<file path="src/rtl/aib_avmm_pkg.sv">
// Shared types and constants for the AIB AVMM channel bridge.
package aib_avmm_pkg;

  typedef enum logic [2:0] {
    ST_IDLE,
    ST_FWD,
    ST_ACK,
    ST_RDWAIT,
    ST_RESP
  } avmm_state_e;

  // Returned on reads that hit a decode error or a timeout.
  localparam logic [31:0] ERR_DATA = 32'hDEAD_0BAD;

  // Width of the channel-select field; at least one bit so a
  // single-channel build still has a legal index register.
  function automatic int csel_width(input int n);
    return (n < 2) ? 1 : $clog2(n);
  endfunction

endpackage

</file>
<file path="src/rtl/aib_avmm_chnl_mux.sv">
// Purely combinational selection of one channel's response signals.
module aib_avmm_chnl_mux #(
  parameter int NBR_CHNLS = 24,
  parameter int DATA_W    = 32,
  parameter int CSEL_W    = 5
) (
  input  logic [CSEL_W-1:0]           sel_idx,
  input  logic [NBR_CHNLS-1:0]        chnl_waitreq,
  input  logic [NBR_CHNLS-1:0]        chnl_rdatavld,
  input  logic [DATA_W*NBR_CHNLS-1:0] chnl_rdata,
  output logic                        sel_waitreq,
  output logic                        sel_rdatavld,
  output logic [DATA_W-1:0]           sel_rdata
);

  // Out-of-range indices look like a channel that never answers.
  always_comb begin
    sel_waitreq  = 1'b1;
    sel_rdatavld = 1'b0;
    sel_rdata    = '0;
    for (int n = 0; n < NBR_CHNLS; n++) begin
      if (sel_idx == CSEL_W'(n)) begin
        sel_waitreq  = chnl_waitreq[n];
        sel_rdatavld = chnl_rdatavld[n];
        sel_rdata    = chnl_rdata[n*DATA_W +: DATA_W];
      end
    end
  end

endmodule

</file>
<file path="src/rtl/aib_avmm_chnl_bridge.sv">
// Sequential AVMM bridge: one top-level config port fanned out to
// NBR_CHNLS channel slaves, one transaction in flight, with timeout
// and decode-error recovery so the master is never stalled.
module aib_avmm_chnl_bridge
  import aib_avmm_pkg::*;
#(
  parameter int NBR_CHNLS    = 24,
  parameter int DATA_W       = 32,
  parameter int ADDR_W       = 17,
  parameter int CHNL_SEL_LSB = 11,
  parameter int TIMEOUT      = 255
) (
  input  logic                        i_cfg_avmm_clk,
  input  logic                        i_cfg_avmm_rst,
  input  logic [ADDR_W-1:0]           i_cfg_avmm_addr,
  input  logic                        i_cfg_avmm_read,
  input  logic                        i_cfg_avmm_write,
  input  logic [DATA_W-1:0]           i_cfg_avmm_wdata,
  input  logic [DATA_W/8-1:0]         i_cfg_avmm_byte_en,
  output logic                        o_cfg_avmm_waitreq,
  output logic                        o_cfg_avmm_rdatavld,
  output logic [DATA_W-1:0]           o_cfg_avmm_rdata,
  output logic [NBR_CHNLS-1:0]        o_chnl_read,
  output logic [NBR_CHNLS-1:0]        o_chnl_write,
  output logic [CHNL_SEL_LSB-1:0]     o_chnl_addr,
  output logic [DATA_W-1:0]           o_chnl_wdata,
  output logic [DATA_W/8-1:0]         o_chnl_byte_en,
  input  logic [NBR_CHNLS-1:0]        i_chnl_waitreq,
  input  logic [NBR_CHNLS-1:0]        i_chnl_rdatavld,
  input  logic [DATA_W*NBR_CHNLS-1:0] i_chnl_rdata,
  input  logic                        i_err_clr,
  output logic                        o_timeout_err,
  output logic                        o_decode_err
);

  localparam int CSEL_W = csel_width(NBR_CHNLS);
  localparam int CNT_W  = csel_width(TIMEOUT);
  localparam logic [DATA_W-1:0] ERR_WORD = DATA_W'(ERR_DATA);

  avmm_state_e state_reg, state_next;

  logic              wr_reg;     // latched command: 1 = write, 0 = read
  logic [CSEL_W-1:0] idx_reg;    // latched channel index
  logic              abort_reg;  // read must answer with ERR_WORD
  logic [CNT_W-1:0]  cnt_reg;    // cycles spent in FWD / RDWAIT

  logic              req;
  logic [CSEL_W-1:0] addr_idx;
  logic              addr_bad;
  logic              timed_out;
  logic              sel_waitreq, sel_rdatavld;
  logic [DATA_W-1:0] sel_rdata;

  logic [CSEL_W-1:0]    cur_idx;
  logic                 cur_wr;
  logic [NBR_CHNLS-1:0] hit;
  logic [NBR_CHNLS-1:0] rd_strobe_next, wr_strobe_next;
  logic                 waitreq_next, rdatavld_next;
  logic [DATA_W-1:0]    rdata_next;
  logic                 timeout_set, decode_set;

  assign req       = i_cfg_avmm_read | i_cfg_avmm_write;
  assign addr_idx  = i_cfg_avmm_addr[CHNL_SEL_LSB +: CSEL_W];
  assign addr_bad  = (int'(addr_idx) >= NBR_CHNLS);
  assign timed_out = (cnt_reg == CNT_W'(TIMEOUT - 1));

  // Address bits above the channel field carry no meaning here.
  if (ADDR_W > CHNL_SEL_LSB + CSEL_W) begin : g_addr_hi
    logic unused_addr_hi;
    assign unused_addr_hi = ^i_cfg_avmm_addr[ADDR_W-1:CHNL_SEL_LSB+CSEL_W];
  end

  aib_avmm_chnl_mux #(
    .NBR_CHNLS (NBR_CHNLS),
    .DATA_W    (DATA_W),
    .CSEL_W    (CSEL_W)
  ) u_mux (
    .sel_idx       (idx_reg),
    .chnl_waitreq  (i_chnl_waitreq),
    .chnl_rdatavld (i_chnl_rdatavld),
    .chnl_rdata    (i_chnl_rdata),
    .sel_waitreq   (sel_waitreq),
    .sel_rdatavld  (sel_rdatavld),
    .sel_rdata     (sel_rdata)
  );

  // Strobes are registered, so the index must be taken from the live
  // address on the IDLE->FWD edge and from the latch afterwards.
  assign cur_idx = (state_reg == ST_IDLE) ? addr_idx : idx_reg;
  assign cur_wr  = (state_reg == ST_IDLE) ? i_cfg_avmm_write : wr_reg;

  for (genvar gi = 0; gi < NBR_CHNLS; gi++) begin : g_hit
    assign hit[gi] = (cur_idx == CSEL_W'(gi));
  end

  // State register.
  always_ff @(posedge i_cfg_avmm_clk) begin
    if (i_cfg_avmm_rst) state_reg <= ST_IDLE;
    else                state_reg <= state_next;
  end

  // Next-state logic; a timeout is just another exit from FWD/RDWAIT.
  always_comb begin
    state_next = state_reg;
    case (state_reg)
      ST_IDLE:   if (req) state_next = addr_bad ? ST_ACK : ST_FWD;
      ST_FWD:    if (!sel_waitreq || timed_out) state_next = ST_ACK;
      ST_ACK: begin
        if (wr_reg)         state_next = ST_IDLE;
        else if (abort_reg) state_next = ST_RESP;
        else                state_next = ST_RDWAIT;
      end
      ST_RDWAIT: if (sel_rdatavld || timed_out) state_next = ST_RESP;
      ST_RESP:   state_next = ST_IDLE;
      default:   state_next = ST_IDLE;
    endcase
  end

  // Output decode: next values of the registered outputs.
  always_comb begin
    waitreq_next   = (state_next != ST_ACK);
    rdatavld_next  = (state_next == ST_RESP);
    rdata_next     = o_cfg_avmm_rdata;
    if (state_next == ST_RESP)
      rdata_next = (state_reg == ST_RDWAIT && sel_rdatavld) ? sel_rdata : ERR_WORD;
    wr_strobe_next = (state_next == ST_FWD &&  cur_wr) ? hit : '0;
    rd_strobe_next = (state_next == ST_FWD && !cur_wr) ? hit : '0;
    timeout_set    = timed_out &&
                     ((state_reg == ST_FWD    &&  sel_waitreq) ||
                      (state_reg == ST_RDWAIT && !sel_rdatavld));
    decode_set     = (state_reg == ST_IDLE) && req && addr_bad;
  end

  // Transaction context and the per-state cycle counter.
  always_ff @(posedge i_cfg_avmm_clk) begin
    if (i_cfg_avmm_rst) begin
      wr_reg    <= 1'b0;
      idx_reg   <= '0;
      abort_reg <= 1'b0;
      cnt_reg   <= '0;
    end else begin
      if (state_reg == ST_IDLE && req) begin
        wr_reg    <= i_cfg_avmm_write;
        idx_reg   <= addr_idx;
        abort_reg <= addr_bad;
      end else if (timeout_set) begin
        abort_reg <= 1'b1;
      end
      if (state_next != state_reg)
        cnt_reg <= '0;
      else if (state_reg == ST_FWD || state_reg == ST_RDWAIT)
        cnt_reg <= cnt_reg + 1'b1;
    end
  end

  // Registered outputs; an error set beats a same-cycle clear.
  always_ff @(posedge i_cfg_avmm_clk) begin
    if (i_cfg_avmm_rst) begin
      o_cfg_avmm_waitreq  <= 1'b1;
      o_cfg_avmm_rdatavld <= 1'b0;
      o_cfg_avmm_rdata    <= '0;
      o_chnl_read         <= '0;
      o_chnl_write        <= '0;
      o_chnl_addr         <= '0;
      o_chnl_wdata        <= '0;
      o_chnl_byte_en      <= '0;
      o_timeout_err       <= 1'b0;
      o_decode_err        <= 1'b0;
    end else begin
      o_cfg_avmm_waitreq  <= waitreq_next;
      o_cfg_avmm_rdatavld <= rdatavld_next;
      o_cfg_avmm_rdata    <= rdata_next;
      o_chnl_read         <= rd_strobe_next;
      o_chnl_write        <= wr_strobe_next;
      if (state_reg == ST_IDLE && req) begin
        o_chnl_addr    <= i_cfg_avmm_addr[CHNL_SEL_LSB-1:0];
        o_chnl_wdata   <= i_cfg_avmm_wdata;
        o_chnl_byte_en <= i_cfg_avmm_byte_en;
      end
      if (timeout_set)    o_timeout_err <= 1'b1;
      else if (i_err_clr) o_timeout_err <= 1'b0;
      if (decode_set)     o_decode_err  <= 1'b1;
      else if (i_err_clr) o_decode_err  <= 1'b0;
    end
  end

endmodule
</file>
<file path="config.mk">
export PLATFORM = sky130hd
export DESIGN_NAME = aib_avmm_chnl_bridge
export DESIGN_NICKNAME = d
export VERILOG_FILES = /design/src/rtl/aib_avmm_pkg.sv /design/src/rtl/aib_avmm_chnl_mux.sv /design/src/rtl/aib_avmm_chnl_bridge.sv
export SDC_FILE = /design/constraint.sdc
export NUM_CORES = 1
export LEC_CHECK = 0
export ABC_CLOCK_PERIOD_IN_PS = 4750
export BUFFER_PORTS_ARGS = -buffer_cell sky130_fd_sc_hd__buf_2
export CAP_MARGIN = 25
export CORE_AREA = 2 2 388 390
export CTS_CLUSTER_SIZE = 20
export DETAILED_ROUTE_END_ITERATION = 16
export DIE_AREA = 0 0 390 392
export SYNTH_ARGS = -nofsm -noshare
export SYNTH_HDL_FRONTEND = slang
export SYNTH_SLANG_ARGS = --single-unit
</file>
<file path="constraint.sdc">
create_clock -name i_cfg_avmm_clk -period 4.75 [get_ports i_cfg_avmm_clk]
set_clock_uncertainty 0.05 [all_clocks]
set_input_delay 0.7125 -clock i_cfg_avmm_clk [delete_from_list [all_inputs] [get_ports i_cfg_avmm_clk]]
set_output_delay 0.7125 -clock i_cfg_avmm_clk [all_outputs]
set_load 0.01 [all_outputs]
</file>
==> results of run 1 <==
[through the flow]
step / hold slack, ps / setup WS (ps) / utilization [%] / area (sq um) / std cells
final: 402 / 574 / 14.4 / 21400 / 4762
after global routing: 420 / 360 / 14.3 / 21300 / 4727
after CTS: 404 / 571 / 14.3 / 21200 / 4710
after detailed placement: 395 / 619 / 13.9 / 20600 / 4678
after global placement: 385 / 640 / 13.9 / 20600 / 4677
after floorplan: 417 / 2200 / - / 12500 / 1735
[layer usage]
metal / track usage (%) / part of all wire (%) / up-vias
met5: 0 / 0.31 / -
met4: 6.96 / 4.2 / 82
met3: 6.81 / 9.3 / 376
met2: 33.1 / 46 / 1512
met1: 24.4 / 40 / 9912
li1: - / - / 8741
[power groups by stage]
stage	Sequential [mW]	Clock (mW)	Combinational [mW]
global placement	1.63	0	6.08
detailed placement	1.64	0	6.10
finish	1.62	1.45	5.99
CTS	1.61	1.48	6.12
global route	1.64	1.53	6.29
floorplan	1.61	0	2.33
[final timing paths]
check                                                   from                             to  slack [ps]
worst max register to register       idx_reg[2]$_SDFFE_PP0P_  o_cfg_avmm_waitreq$_SDFF_PP1_         570
worst min-delay path            o_chnl_wdata[6]$_SDFFE_PP0P_   o_chnl_wdata[6]$_SDFFE_PP0P_         400
worst max-delay path                 idx_reg[2]$_SDFFE_PP0P_  o_cfg_avmm_waitreq$_SDFF_PP1_         570
worst min register to register  o_chnl_wdata[6]$_SDFFE_PP0P_   o_chnl_wdata[6]$_SDFFE_PP0P_         400
[Yosys cell counts, drive strengths merged, types with 22 or more instances]
master  count  area share (%)
o221ai     22             1.5
and3       33             1.7
dfxtp     149              24
nor2b      22             1.1
clkbuf     81             2.4
mux2i      51             4.1
nor2      157             4.9
buf        82             3.6
a221oi     29             2.0
a31oi      24             1.2
nand3      36             1.4
o21ai     131             5.3
o22ai      42             2.1
a22oi      99             6.0
a21oi     186             7.5
nand2     223             6.7
nor3       45             1.9
[layout make-up]
class	count	area, sq um
multi-input cells	1409	8870
repair buffers	1163	6290
inverters	14	53.8
diodes	51	128
clock buffers	17	425
flip-flops and latches	149	3000
well taps	1944	2430
clock inverters	15	185
fillers	17300	128000
[tightest hold or removal path, delay by kind of cell, from the launching register on]
family	cells	cell delay, ps
AND/OR/NAND/NOR	1	50
flip-flops	1	310
AO/OA/AOI/OAI	1	50
[cells in the final DEF (no fill, tap or decap), types with 29 or more instances in the layout]
cell and n:
buf_2 1003, o21ai_0 122, nor2_1 136, nor3_1 42, buf_4 153, diode_2 51, a22oi_1 99, nand3_1 36
and3_1 33, dfxtp_1 144, a221oi_1 29, o22ai_1 42, nand2_1 222, mux2i_1 51, a21oi_1 186
[cells by family after synthesis]
family / count (synthesis) / synth area share (%)
fa+ha+maj: 3 / 0.281
compound gates: 704 / 37.8
mux: 77 / 7.17
simple gates: 618 / 23.8
buf+inv: 177 / 6.47
flops: 149 / 23.9
xor+xnor: 7 / 0.492
==> results.txt, run 1 <==
status = complete, no violations
worst reg2reg path depth = 9
Max Fclk = 239 MHz
hold path cells = 2
Worst path depth = 9
H-tree levels = 4
final net count = 3630
Clock Sink Count = 149
period utilisation layout = 87.9%
Initial Util = 8.37%
Setup Fix Bufs, Post-CTS = 0
final wirelength = 163000 um
Top Registers = o_cfg_avmm_rdata: 32 flops, o_chnl_wdata: 32 flops
synthesized instance count = 1735
maxcap violations = 0
DRC = 0
wire per inst = 34.3 um
Total GRT Usage = 20.1%
#FFs+latches synth = 149
Core ar. = 149000 sq um
register area share after synthesis = 23.9%
std cell rows = 142
YS warnings = 0
largest net degree at the start of global routing = 84
Clock power frac = 16.0%
Worst EP arrival = 4450 ps
via count = 20600
asr flop ratio synth = 0%
CP delay by family, top = simple AND/OR/NAND/NOR gates
CTS tree = yes
Max Slew Vio Count = 0
Die X = 390 um
vias in the first global route = 19200
combinational share of power = 66.1%
layout cells sized above 1 = 46.9%
drt pass-1 iters = 6
clk_lat worst skew = 450 ps
clk root buf = clkbuf_16
number of synthesized flops with an enable pin = 0
vias per cell = 4.33
total congestion overflow = 0
CTS resizes = 0
Tmin final = 4180 ps
clock-pin slew on the worst setup and hold paths = 90 ps
Final Power = 9.06 mW
# hold bufs at CTS = 0
part of the power in registers = 17.9%
CP cell instances = buf_4 -> or4b_2 -> o32ai_1 -> a211o_1 -> a311oi_4 -> buf_4 -> nor2_4 -> nand2_1 -> or3_1
Routed Antenna Nets = 0
DIE HEIGHT = 392 um
Main synth FF type = dfxtp_1
Psw = 5.02 mW
Cell Pwr Density = 424 nW/um^2
RSZ-0062 raised after global routing = false
Boundary Pins = 1005
max incr delay on CP = 750 ps
sw frac = 55.5%
post-synth cell types = 83
Worst path most repeated cell = buf_4
worst-path maximum fanout = 32
net count after synthesis = 2611
Int Pwr = 4.03 mW
mapped cell area = 12500 sq um
Slew @ Worst Pin = 1110 ps
CP endpoint kind = flop
final setup vio count = 0
first-pass GRT wire length = 199000 um
total negative slack = 0 ps
routability cong. = 0.919
Hold Crit Class = reg -> reg
CTS max path bufs = 2
critical path launch point type = flop
Buf/Inv on CP = 2
Static Leak = 9.27 nW
DPL Wire Length = 140000 um
post-synthesis area per instance = 7.18 sq um
WP data required = 5020 ps
initial drt markers = 1957
CTS Buf Count = 17
initial antenna violation count = 145
Synth-to-Final Area Change = 71.7%
slowest CP cell = nor2_4
Max rail drop VDD = 0.000180 V
Max-slew headroom = 25.7%
I/O Buffers = 1003
Die Area = 153000 sq um
final hold viol count = 0
Crit Path Class = reg -> reg
No activity file was read; power rests on OpenSTA's default activity.
==> inputs of run 2 (changes only) <==
--- a/config.mk
+++ b/config.mk
@@ -5,13 +5,13 @@
 export SDC_FILE = /design/constraint.sdc
 export NUM_CORES = 1
 export LEC_CHECK = 0
-export ABC_CLOCK_PERIOD_IN_PS = 4750
+export ABC_CLOCK_PERIOD_IN_PS = 4100
 export BUFFER_PORTS_ARGS = -buffer_cell sky130_fd_sc_hd__buf_2
 export CAP_MARGIN = 25
-export CORE_AREA = 2 2 388 390
+export CORE_AREA = 2 2 391 393
 export CTS_CLUSTER_SIZE = 20
 export DETAILED_ROUTE_END_ITERATION = 16
-export DIE_AREA = 0 0 390 392
+export DIE_AREA = 0 0 393 395
 export SYNTH_ARGS = -nofsm -noshare
 export SYNTH_HDL_FRONTEND = slang
 export SYNTH_SLANG_ARGS = --single-unit
==> constraint.sdc (replaced) <==
create_clock -name i_cfg_avmm_clk -period 4.1 [get_ports i_cfg_avmm_clk]
set_clock_uncertainty 0.05 [all_clocks]
set_input_delay 0.615 -clock i_cfg_avmm_clk [delete_from_list [all_inputs] [get_ports i_cfg_avmm_clk]]
set_output_delay 0.615 -clock i_cfg_avmm_clk [all_outputs]
set_load 0.01 [all_outputs]
==> run 2 against run 1 <==
  * Combinational power up 22%
  * Maximum frequency is 8.3% higher
  * Non-clock buffer count up 66
  * Via count up 1.7%
  * Sequential power up 14%
  * Routed wire length increased by 2.6%
  * Critical endpoint is now o_cfg_avmm_rdata[7]$_SDFFE_PP0P_
  * Largest power group unchanged
==> results.txt, run 2 (synthesis results as in run 1) <==
total congestion overflow = 0 (unchanged)
final instance count without filler cells = 4906 (+3.0%)
routability cong. = 0.882 (-4.0%)
Crit Path Class = reg -> reg
Max Fclk = 259 MHz (+8.3%)
M1 WL = 66600 um (+0.91%)
CTS tree = yes
cell count after placement = 4831 (+3.3%)
status = complete, no violations
CTS Buf Count = 17 (unchanged)
Initial Util = 8.24% (-0.13 points)
worst-path maximum fanout = 17 (-47%)
I/O Buffers = 1003 (unchanged)
final net count = 3696 (+1.8%)
Final Power = 10.9 mW (+20%)
critical path launch point type = flop
total negative slack = 0 ps (unchanged)
met2 WL post-DR = 76700 um (+2.7%)
RSZ-0062 raised after global routing = false
Max Slew Vio Count = 0 (unchanged)
most frequent cells in the layout = buf_2, nand2_1, buf_4, a21oi_1, dfxtp_1
std cell rows = 143 (+0.70%)
initial antenna violation count = 123 (-15%)
largest net degree at the start of global routing = 63 (-25%)
DRC = 0 (unchanged)
final wirelength = 167000 um (+2.6%)
Routed Antenna Nets = 0 (unchanged)
WP data required = 4350 ps (-670 ps)
Setup Fix Bufs, Post-CTS = 0 (unchanged)
Slew @ Worst Pin = 1010 ps (-102 ps)
CP endpoint kind = flop
Total GRT Usage = 20.5% (+0.38 points)
DPL Wire Length = 145000 um (+3.6%)
clk root buf = clkbuf_16
Worst EP arrival = 4110 ps (-340 ps)
initial drt markers = 2315 (+18%)
Hold Crit Class = in -> reg
vias per cell = 4.27 (-1.3%)
CTS max path bufs = 2 (unchanged)
Cell Pwr Density = 493 nW/um^2 (+16%)
layout cells sized above 1 = 48.1% (+1.2 points)
clock-pin slew on the worst setup and hold paths = 80 ps (about the same)
WL met3 = 17100 um (+13%)
Max-slew headroom = 32.7% (+7.1 points)
# hold bufs at CTS = 0 (unchanged)
vias in the first global route = 20100 (+4.4%)
Synth-to-Final Area Change = 77.1%
Tmin final = 3860 ps (-320 ps)
CTS resizes = 0 (unchanged)
Top Registers = o_cfg_avmm_rdata: 32 flops, o_chnl_wdata: 32 flops
Die X = 393 um (+0.77%)
max layer used = met5
clk_lat worst skew = 470 ps (+20 ps)
Core ar. = 151000 sq um (+1.5%)
via count = 21000 (+1.7%)
Max rail drop VDD = 0.000341 V (+89%)
drt pass-1 iters = 9 (+3)
most common cell after layout, fill and taps aside = buf_2
Boundary Pins = 1005 (unchanged)
final setup vio count = 0 (unchanged)
Static Leak = 9.63 nW (+3.9%)
Clock Sink Count = 149 (unchanged)
first-pass GRT wire length = 206000 um (+3.3%)
period utilisation layout = 94.0% (+6.1 points)
final hold viol count = 0 (unchanged)
maxcap violations = 0 (unchanged)
Die Area = 155000 sq um (+1.5%)
H-tree levels = 4 (unchanged)
wire per inst = 34.1 um (-0.42%)
Final Util = 14.6% (+0.23 points)
DIE HEIGHT = 395 um (+0.77%)
==> run 2: layout make-up <==
class	instances	area, sq um
Clock inverter	14	183
Sequential cell	149	3000
Timing Repair Buffer	1229	6900
Clock buffer	18	429
Tap cell	2030	2540
Multi-Input combinational cell	1409	8850
Fill cell	17600	129000
Antenna cell	43	108
Inverter	14	53.8
==> run 2: worst paths after layout <==
check | start | end | slack [ps] | cells past startpoint
worst max-delay path | idx_reg[3]$_SDFFE_PP0P_ | o_cfg_avmm_rdata[7]$_SDFFE_PP0P_ | 240 | 10
worst min-delay path | i_cfg_avmm_wdata[16] | o_chnl_wdata[16]$_SDFFE_PP0P_ | 340 | 3
worst max register to register | idx_reg[3]$_SDFFE_PP0P_ | o_cfg_avmm_rdata[7]$_SDFFE_PP0P_ | 240 | 10
worst min register to register | o_chnl_wdata[4]$_SDFFE_PP0P_ | o_chnl_wdata[4]$_SDFFE_PP0P_ | 410 | 2
==> run 2: critical path: stages, from the launching register on <==
cell and delay [ps]:
dfxtp_2 660, or3b_2 590, nor2_2 200, a221oi_1 730
buf_4 270, a31oi_1 90, buf_4 180, or4_1 510
a31oi_1 200, buf_4 130, a211oi_1 40
==> run 2: per-layer routing <==
metal  vias up  GRT usage (%)
met5         -              0
met2      1498           33.6
li1       8859              -
met4        70           6.99
met3       313           6.44
met1     10200           25.2
==> run 2: report_power, final <==
| group | switching, mW | internal, mW |
|---|---|---|
| Sequential | 0.192 | 1.66 |
| Clock | 0.780 | 0.930 |
| Combinational | 4.98 | 2.35 |
==> run 2: stage by stage <==
| step | instance area, sq um | worst slack, ps | hold slack (ps) |
|---|---|---|---|
| 2_1_floorplan | 12500 | 1590 | 417 |
| 3_3_place_gp | 21300 | 82.1 | 385 |
| 3_5_place_dp | 21300 | 178 | 394 |
| 4_1_cts | 22000 | 143 | 309 |
| 5_1_grt | 22000 | 48.2 | 334 |
| 6_report | 22100 | 244 | 339 |
